## src/rtl/fpu_issue_pkg.sv

```systemverilog
// fpu_issue shared types: FSM states, command bundle, default sizes.
// The S_ERR state is only reachable with FPU_ISSUE_TIMEOUT_EN defined.
package fpu_issue_pkg;

  localparam int DEF_DEPTH   = 4;
  localparam int DEF_TIMEOUT = 1024;

  typedef enum logic [1:0] {
    S_IDLE = 2'd0,
    S_WAIT = 2'd1,
    S_ERR  = 2'd2
  } state_t;

  typedef struct packed {
    logic [5:0]  op;
    logic [4:0]  x1;
    logic [4:0]  x2;
    logic [4:0]  y;
    logic [31:0] data;
  } fpu_cmd_t;

endpackage

```

## src/rtl/fpu_issue_fifo.sv

```systemverilog
// In-order command FIFO for fpu_issue; DEPTH must be a power of two.
// Head entry is presented combinationally on dout while not empty.
module fpu_issue_fifo
  import fpu_issue_pkg::*;
#(
  parameter int DEPTH = DEF_DEPTH
) (
  input  logic                   clk,
  input  logic                   rstn,
  input  logic                   push,
  input  fpu_cmd_t               din,
  input  logic                   pop,
  output fpu_cmd_t               dout,
  output logic [$clog2(DEPTH):0] count,
  output logic                   full,
  output logic                   empty
);

  localparam int AW = $clog2(DEPTH);

  fpu_cmd_t        mem [DEPTH];
  logic [AW-1:0]   wr_ptr;
  logic [AW-1:0]   rd_ptr;
  logic            do_push;
  logic            do_pop;

  assign full    = (count == (AW+1)'(DEPTH));
  assign empty   = (count == '0);
  assign do_push = push && !full;
  assign do_pop  = pop && !empty;
  assign dout    = mem[rd_ptr];

  // Storage array; contents are don't-care until written.
  always_ff @(posedge clk) begin
    if (do_push) mem[wr_ptr] <= din;
  end

  // Pointers wrap by natural overflow; count tracks occupancy.
  always_ff @(posedge clk or negedge rstn) begin
    if (!rstn) begin
      wr_ptr <= '0;
      rd_ptr <= '0;
      count  <= '0;
    end else begin
      if (do_push) wr_ptr <= wr_ptr + AW'(1);
      if (do_pop)  rd_ptr <= rd_ptr + AW'(1);
      unique case ({do_push, do_pop})
        2'b10:   count <= count + (AW+1)'(1);
        2'b01:   count <= count - (AW+1)'(1);
        default: count <= count;
      endcase
    end
  end

endmodule

```

## src/rtl/fpu_issue.sv

```systemverilog
// FPU command initiator: queues core commands, issues one at a time.
// Optional watchdog enabled by defining FPU_ISSUE_TIMEOUT_EN.
module fpu_issue
  import fpu_issue_pkg::*;
#(
  parameter int DEPTH   = DEF_DEPTH,
  parameter int TIMEOUT = DEF_TIMEOUT
) (
  input  logic        clk,
  input  logic        rstn,
  input  logic        cmd_valid,
  output logic        cmd_ready,
  input  logic [5:0]  cmd_op,
  input  logic [4:0]  cmd_x1,
  input  logic [4:0]  cmd_x2,
  input  logic [4:0]  cmd_y,
  input  logic [31:0] cmd_data,
  output logic [5:0]  fpu_operation,
  output logic [4:0]  fpu_x1,
  output logic [4:0]  fpu_x2,
  output logic [4:0]  fpu_y,
  output logic [31:0] fpu_in_data,
  output logic        fpu_ready,
  input  logic        fpu_valid,
  input  logic [31:0] fpu_out_data,
  input  logic        fpu_cond,
  output logic        res_valid,
  output logic [31:0] res_data,
  output logic        res_cond,
  output logic [4:0]  res_y,
  output logic        busy,
  output logic        timeout
);

  state_t                 state;
  state_t                 state_nxt;
  fpu_cmd_t               cmd_in;
  fpu_cmd_t               head;
  logic                   push;
  logic                   pop;
  logic                   capture;
  logic                   full;
  logic                   empty;
  logic                   to_hit;
  logic [$clog2(DEPTH):0] count;

  assign cmd_in = '{
    op:   cmd_op,
    x1:   cmd_x1,
    x2:   cmd_x2,
    y:    cmd_y,
    data: cmd_data
  };

  // rstn gates ready so every output reads 0 while held in reset.
  assign cmd_ready = rstn && !full && (state != S_ERR);
  assign push      = cmd_valid && cmd_ready;
  assign busy      = (count != '0) || (state != S_IDLE);

  fpu_issue_fifo #(
    .DEPTH (DEPTH)
  ) u_fifo (
    .clk   (clk),
    .rstn  (rstn),
    .push  (push),
    .din   (cmd_in),
    .pop   (pop),
    .dout  (head),
    .count (count),
    .full  (full),
    .empty (empty)
  );

`ifdef FPU_ISSUE_TIMEOUT_EN
  localparam int TW = $clog2(TIMEOUT + 1);

  logic [TW-1:0] wd_cnt;

  assign to_hit = (wd_cnt == TW'(TIMEOUT - 1));

  // Watchdog: restarts on each issue, trips after TIMEOUT silent cycles.
  always_ff @(posedge clk or negedge rstn) begin
    if (!rstn) begin
      wd_cnt  <= '0;
      timeout <= 1'b0;
    end else begin
      if (pop) begin
        wd_cnt <= '0;
      end else if (state == S_WAIT && !to_hit) begin
        wd_cnt <= wd_cnt + TW'(1);
      end
      if (state == S_WAIT && !fpu_valid && to_hit) timeout <= 1'b1;
    end
  end
`else
  assign to_hit  = 1'b0;
  assign timeout = 1'b0;
`endif

  // State register.
  always_ff @(posedge clk or negedge rstn) begin
    if (!rstn) state <= S_IDLE;
    else       state <= state_nxt;
  end

  // Next state plus the pop/capture strobes.
  always_comb begin
    state_nxt = state;
    pop       = 1'b0;
    capture   = 1'b0;
    unique case (state)
      S_IDLE: begin
        if (!empty) begin
          pop       = 1'b1;
          state_nxt = S_WAIT;
        end
      end
      S_WAIT: begin
        if (fpu_valid) begin
          capture   = 1'b1;
          state_nxt = S_IDLE;
        end else if (to_hit) begin
          state_nxt = S_ERR;
        end
      end
      default: state_nxt = state;
    endcase
  end

  // Issue fields, request line and result capture registers.
  always_ff @(posedge clk or negedge rstn) begin
    if (!rstn) begin
      fpu_operation <= '0;
      fpu_x1        <= '0;
      fpu_x2        <= '0;
      fpu_y         <= '0;
      fpu_in_data   <= '0;
      fpu_ready     <= 1'b0;
      res_valid     <= 1'b0;
      res_data      <= '0;
      res_cond      <= 1'b0;
      res_y         <= '0;
    end else begin
      fpu_ready <= (state_nxt == S_WAIT);
      res_valid <= capture;
      if (pop) begin
        fpu_operation <= head.op;
        fpu_x1        <= head.x1;
        fpu_x2        <= head.x2;
        fpu_y         <= head.y;
        fpu_in_data   <= head.data;
      end
      if (capture) begin
        res_data <= fpu_out_data;
        res_cond <= fpu_cond;
        res_y    <= fpu_y;
      end
    end
  end

endmodule
```

## config.mk

```make
export PLATFORM = sky130hd
export DESIGN_NAME = fpu_issue
export DESIGN_NICKNAME = d
export VERILOG_FILES = /design/src/rtl/fpu_issue_pkg.sv /design/src/rtl/fpu_issue_fifo.sv /design/src/rtl/fpu_issue.sv
export SDC_FILE = /design/constraint.sdc
export NUM_CORES = 1
export LEC_CHECK = 0
export ABC_AREA = 1
export CAP_MARGIN = 15
export CORE_MARGIN = 2
export CORE_UTILIZATION = 49
export DETAILED_ROUTE_END_ITERATION = 8
export GPL_TIMING_DRIVEN = 0
export MAX_ROUTING_LAYER = met4
export PLACE_DENSITY = 0.76
export SKIP_LAST_GASP = 1
export SLEW_MARGIN = 20
export SYNTH_ARGS = -nofsm -noshare
export SYNTH_HDL_FRONTEND = slang
export SYNTH_SLANG_ARGS = --single-unit
```

## constraint.sdc

```tcl
create_clock -name clk -period 3.2 [get_ports clk]
set_input_delay 0.32 -clock clk [delete_from_list [all_inputs] [get_ports clk]]
set_output_delay 0.32 -clock clk [all_outputs]
set_load 0.05 [all_outputs]
```

==> flow_summary_export.csv <==
group,metric,value,unit
logic_synthesis,synthArstFlopShare,32.5,%
placement,port_buffers,184,
timing,worst_slew_pin_slew,0.631,ns
detailed_routing,vias,9020,
setup_path,crit_top_cell,"buf_16",
clocking,cts_buffers,34,
setup_path,cpLargestDelayFamily,"buffers and inverters",
hold_path,worstHoldPathType,"primary input to async pin",
logic_synthesis,synth_compound_area_share,0.213,%
placement,dp.final_hpwl,19200,um
setup_path,r2r_start,"state[0]$_DFF_PN0_",
clocking,cts_setup_buffers,0,
timing,grt_setup_unrepaired,"false",
logic_synthesis,synth_xor_area_share,0.271,%
clocking,clock-sinks,314,
global_route,grt_max_degree,78,
global_route,grt_overflow,0,
detailed_routing,dr.pass1.iters,5,
final_layout,mostFrequentLayoutCell,"nand2_1",
detailed_routing,drtIter0Drc,626,
timing,finClkSkew,0.0275,ns
timing,setup_tns,0,ns
timing,drv_slew,0,
setup_path,worst-setup-path-type,"primary input to flop",
timing,fmax,364,MHz
setup_path,cp.required,3.40,ns
floorplanning,initial_core_util,49.8,%
final_layout,fin_area,16800,um^2
floorplanning,row_count,59,
placement,place.gp.congestion,0.750,
setup_path,cp-startpoint,"rstn",
floorplanning,die_area,27700,um^2
timing,setup_slack,0.455,ns
logic_synthesis,yosysUniqueCellTypes,24,
logic_synthesis,synth_edf_count,212,
setup_path,slowest_stage,"dlygate4sd3_1",
run_status,outcome,"finished clean",
logic_synthesis,ys_seq_area_share,69.0,%
timing,min_period,2.74,ns
logic_synthesis,netlist_instances,1286,
logic_synthesis,synth_top_family_by_area,"simple AND/OR/NAND/NOR gates",
setup_path,critPathLaunchType,"primary input",
setup_path,critPathCaptureType,"flop",
setup_path,ff2ff_setup_slack,0.94,ns
logic_synthesis,syn_area,12900,um^2
placement,placed_cells,1815,
clocking,root_buffer,"clkbuf_16",
setup_path,path_cells,"dlygate4sd3_1, buf_6, buf_16, inv_1, a21oi_1, nand3_2, nor2_4, buf_16, buf_16",
logic_synthesis,synth.avg_cell_area,10.1,um^2
run,maxCapViolCount,0,
floorplanning,die_h,166,um
logic_synthesis,ys_ff_latch,314,
global_route,grt_use_total,21.9,%
logic_synthesis,ys.flop_type,"edfxtp_1",
setup_path,cp_max_fo,77,
detailed_routing,finalWirelength,29000,um
detailed_routing,drc,0,
clocking,worstSkewPairLatency,0.51,ns
floorplanning,die_w,166,um
floorplanning,coreArea,26000,um^2
global_route,grt_first_pass_wirelength,46500,um
pwr,ir_drop,0.664,mV
logic_synthesis,yosys.area_share.simple,20.6,%
setup_path,slowest_delay,0.55,ns
setup_path,worstRegToRegCells,6,
clocking,clockBufferDepth,3,
timing,timing_hold_violations_final,0,
timing,max_slew_margin,57.9,%
setup_path,worstPathArrival,2.95,ns
clocking,cts_tree,"done",
logic_synthesis,syn-num-nets,1382,
logic_synthesis,synth.area.mux_share,0,%
final_layout,instances_no_fill,1878,
timing,fin_hold_ws,0.344,ns
floorplanning,io_pins,186,
placement,dpl_cell_area,15500,um^2
final_layout,layout_common_cells,"nand2_1, inv_1, edfxtp_1, clkdlybuf4s50_1, nand3_1",
detailed_routing,wl_per_cell,15.5,um
logic_synthesis,synth_fa_ha_area_share,0.639,%
clocking,htree_num_levels,2,
placement,dp_slack,0.242,ns
detailed_routing,avgViaCountPerCell,4.80,
global_route,grt_pass1_vias,9221,
global_route,antenna_found_initial,1,
final_layout,layout-drive-gt1-share,7.98,%
setup_path,r2r-end,"u_fifo.mem[1][15]$_DFFE_PP_",
setup_path,critPathBufInv,6,
clocking,clk_pin_slew,0.06,ns
timing,fin_crit_sh,85.8,%
pwr,leakagePower,0.00787,uW
timing,setup_viol,0,
final_layout,nNetsFinal,1614,
pwr,powerDensity,987,nW/um^2
final_layout,syn_to_final_growth,29.8,%
logic_synthesis,yosys_warnings,0,
detailed_routing,ant_nets,0,
state kept, by name (all words and copies together) (netlist names), 5 cells and up:
name and cells:
fpu_y 5, fpu_x1 5, res_data 32, fpu_in_data 32
fpu_x2 5, fpu_operation 6, res_y 5, u_fifo.mem 212
cell usage after synthesis (3+ instances only):
master | instances | area [um^2]
buf_1 | 3 | 11.3
buf_4 | 11 | 82.6
o21ai_0 | 3 | 15.0
edfxtp_1 | 212 | 6370
nand3_1 | 109 | 546
nor2_1 | 7 | 26.3
nand2_1 | 547 | 2050
clkbuf_1 | 5 | 18.8
buf_2 | 31 | 155
inv_1 | 230 | 863
buf_6 | 5 | 56.3
dfrtp_1 | 102 | 2550
ha_1 | 5 | 62.6
where the power goes:
group | total, uW | switching (uW) | internal, uW
logic | 6560 | 4470 | 2090
clock network | 4440 | 1540 | 2910
registers | 5560 | 362 | 5190
total | 16600 | 6370 | 10200
per-layer routing:
| metal | vias up | GRT usage, % | wire length, um |
|---|---|---|---|
| met4 | 0 | 7.20 | 571 |
| met3 | 43 | 3.90 | 1870 |
| met1 | 4254 | 26.5 | 11900 |
| met2 | 298 | 37.4 | 14600 |
| li1 | 4425 | - | - |
| met5 | - | - | 0 |
cell families after synthesis:
kind of cell	Yosys count
DFF	314
adders and majority gates	6
and+or+nand+nor	668
buffers and inverters	288
AOI/OAI and AO/OA	5
xor gates and xnor gates	4
other	1
worst reg2reg max path: stages (launching register included):
cell and delay, ns:
dfrtp_1 0.39, inv_1 0.07, a21oi_1 0.30, nand3_2 0.33, nor2_4 0.47, buf_16 0.21, buf_16 0.18
area by class of cell:
class | count | area (um^2)
Antenna cell | 1 | 2.50
Sequential cell | 314 | 8920
Clock inverter | 22 | 393
Multi-Input combinational cell | 684 | 2840
Fill cell | 1944 | 9210
Tap cell | 335 | 419
Clock buffer | 38 | 897
Buffer | 55 | 324
Inverter | 233 | 877
Timing Repair Buffer | 196 | 2110
worst max path at each step:
stage	to	slack, ns	cells after the start
after floorplan	u_fifo.mem[0][0]$_DFFE_PP_	-0.35	4
after global placement	u_fifo.mem[1][15]$_DFFE_PP_	-6.58	5
after detailed placement	u_fifo.mem[1][15]$_DFFE_PP_	0.24	8
after CTS	cmd_ready	0.1	7
after global routing	u_fifo.count[2]$_DFFE_PN0P_	0.24	12
final	u_fifo.mem[1][15]$_DFFE_PP_	0.46	9
repair_timing:
action	in CTS	in global routing
hold buffers	2	0
gates resized for setup	0	1
setup endpoints to repair	0	1
hold endpoints to repair	26	0
stage by stage:
stage	utilization, %	total power (uW)
3_5_place_dp	59.5	12200
2_1_floorplan	-	9900
4_1_cts	64.6	16700
5_1_grt	64.6	17400
6_report	64.6	16600
3_3_place_gp	58.5	12000
Note: power is estimated with default switching activity, not from simulation.
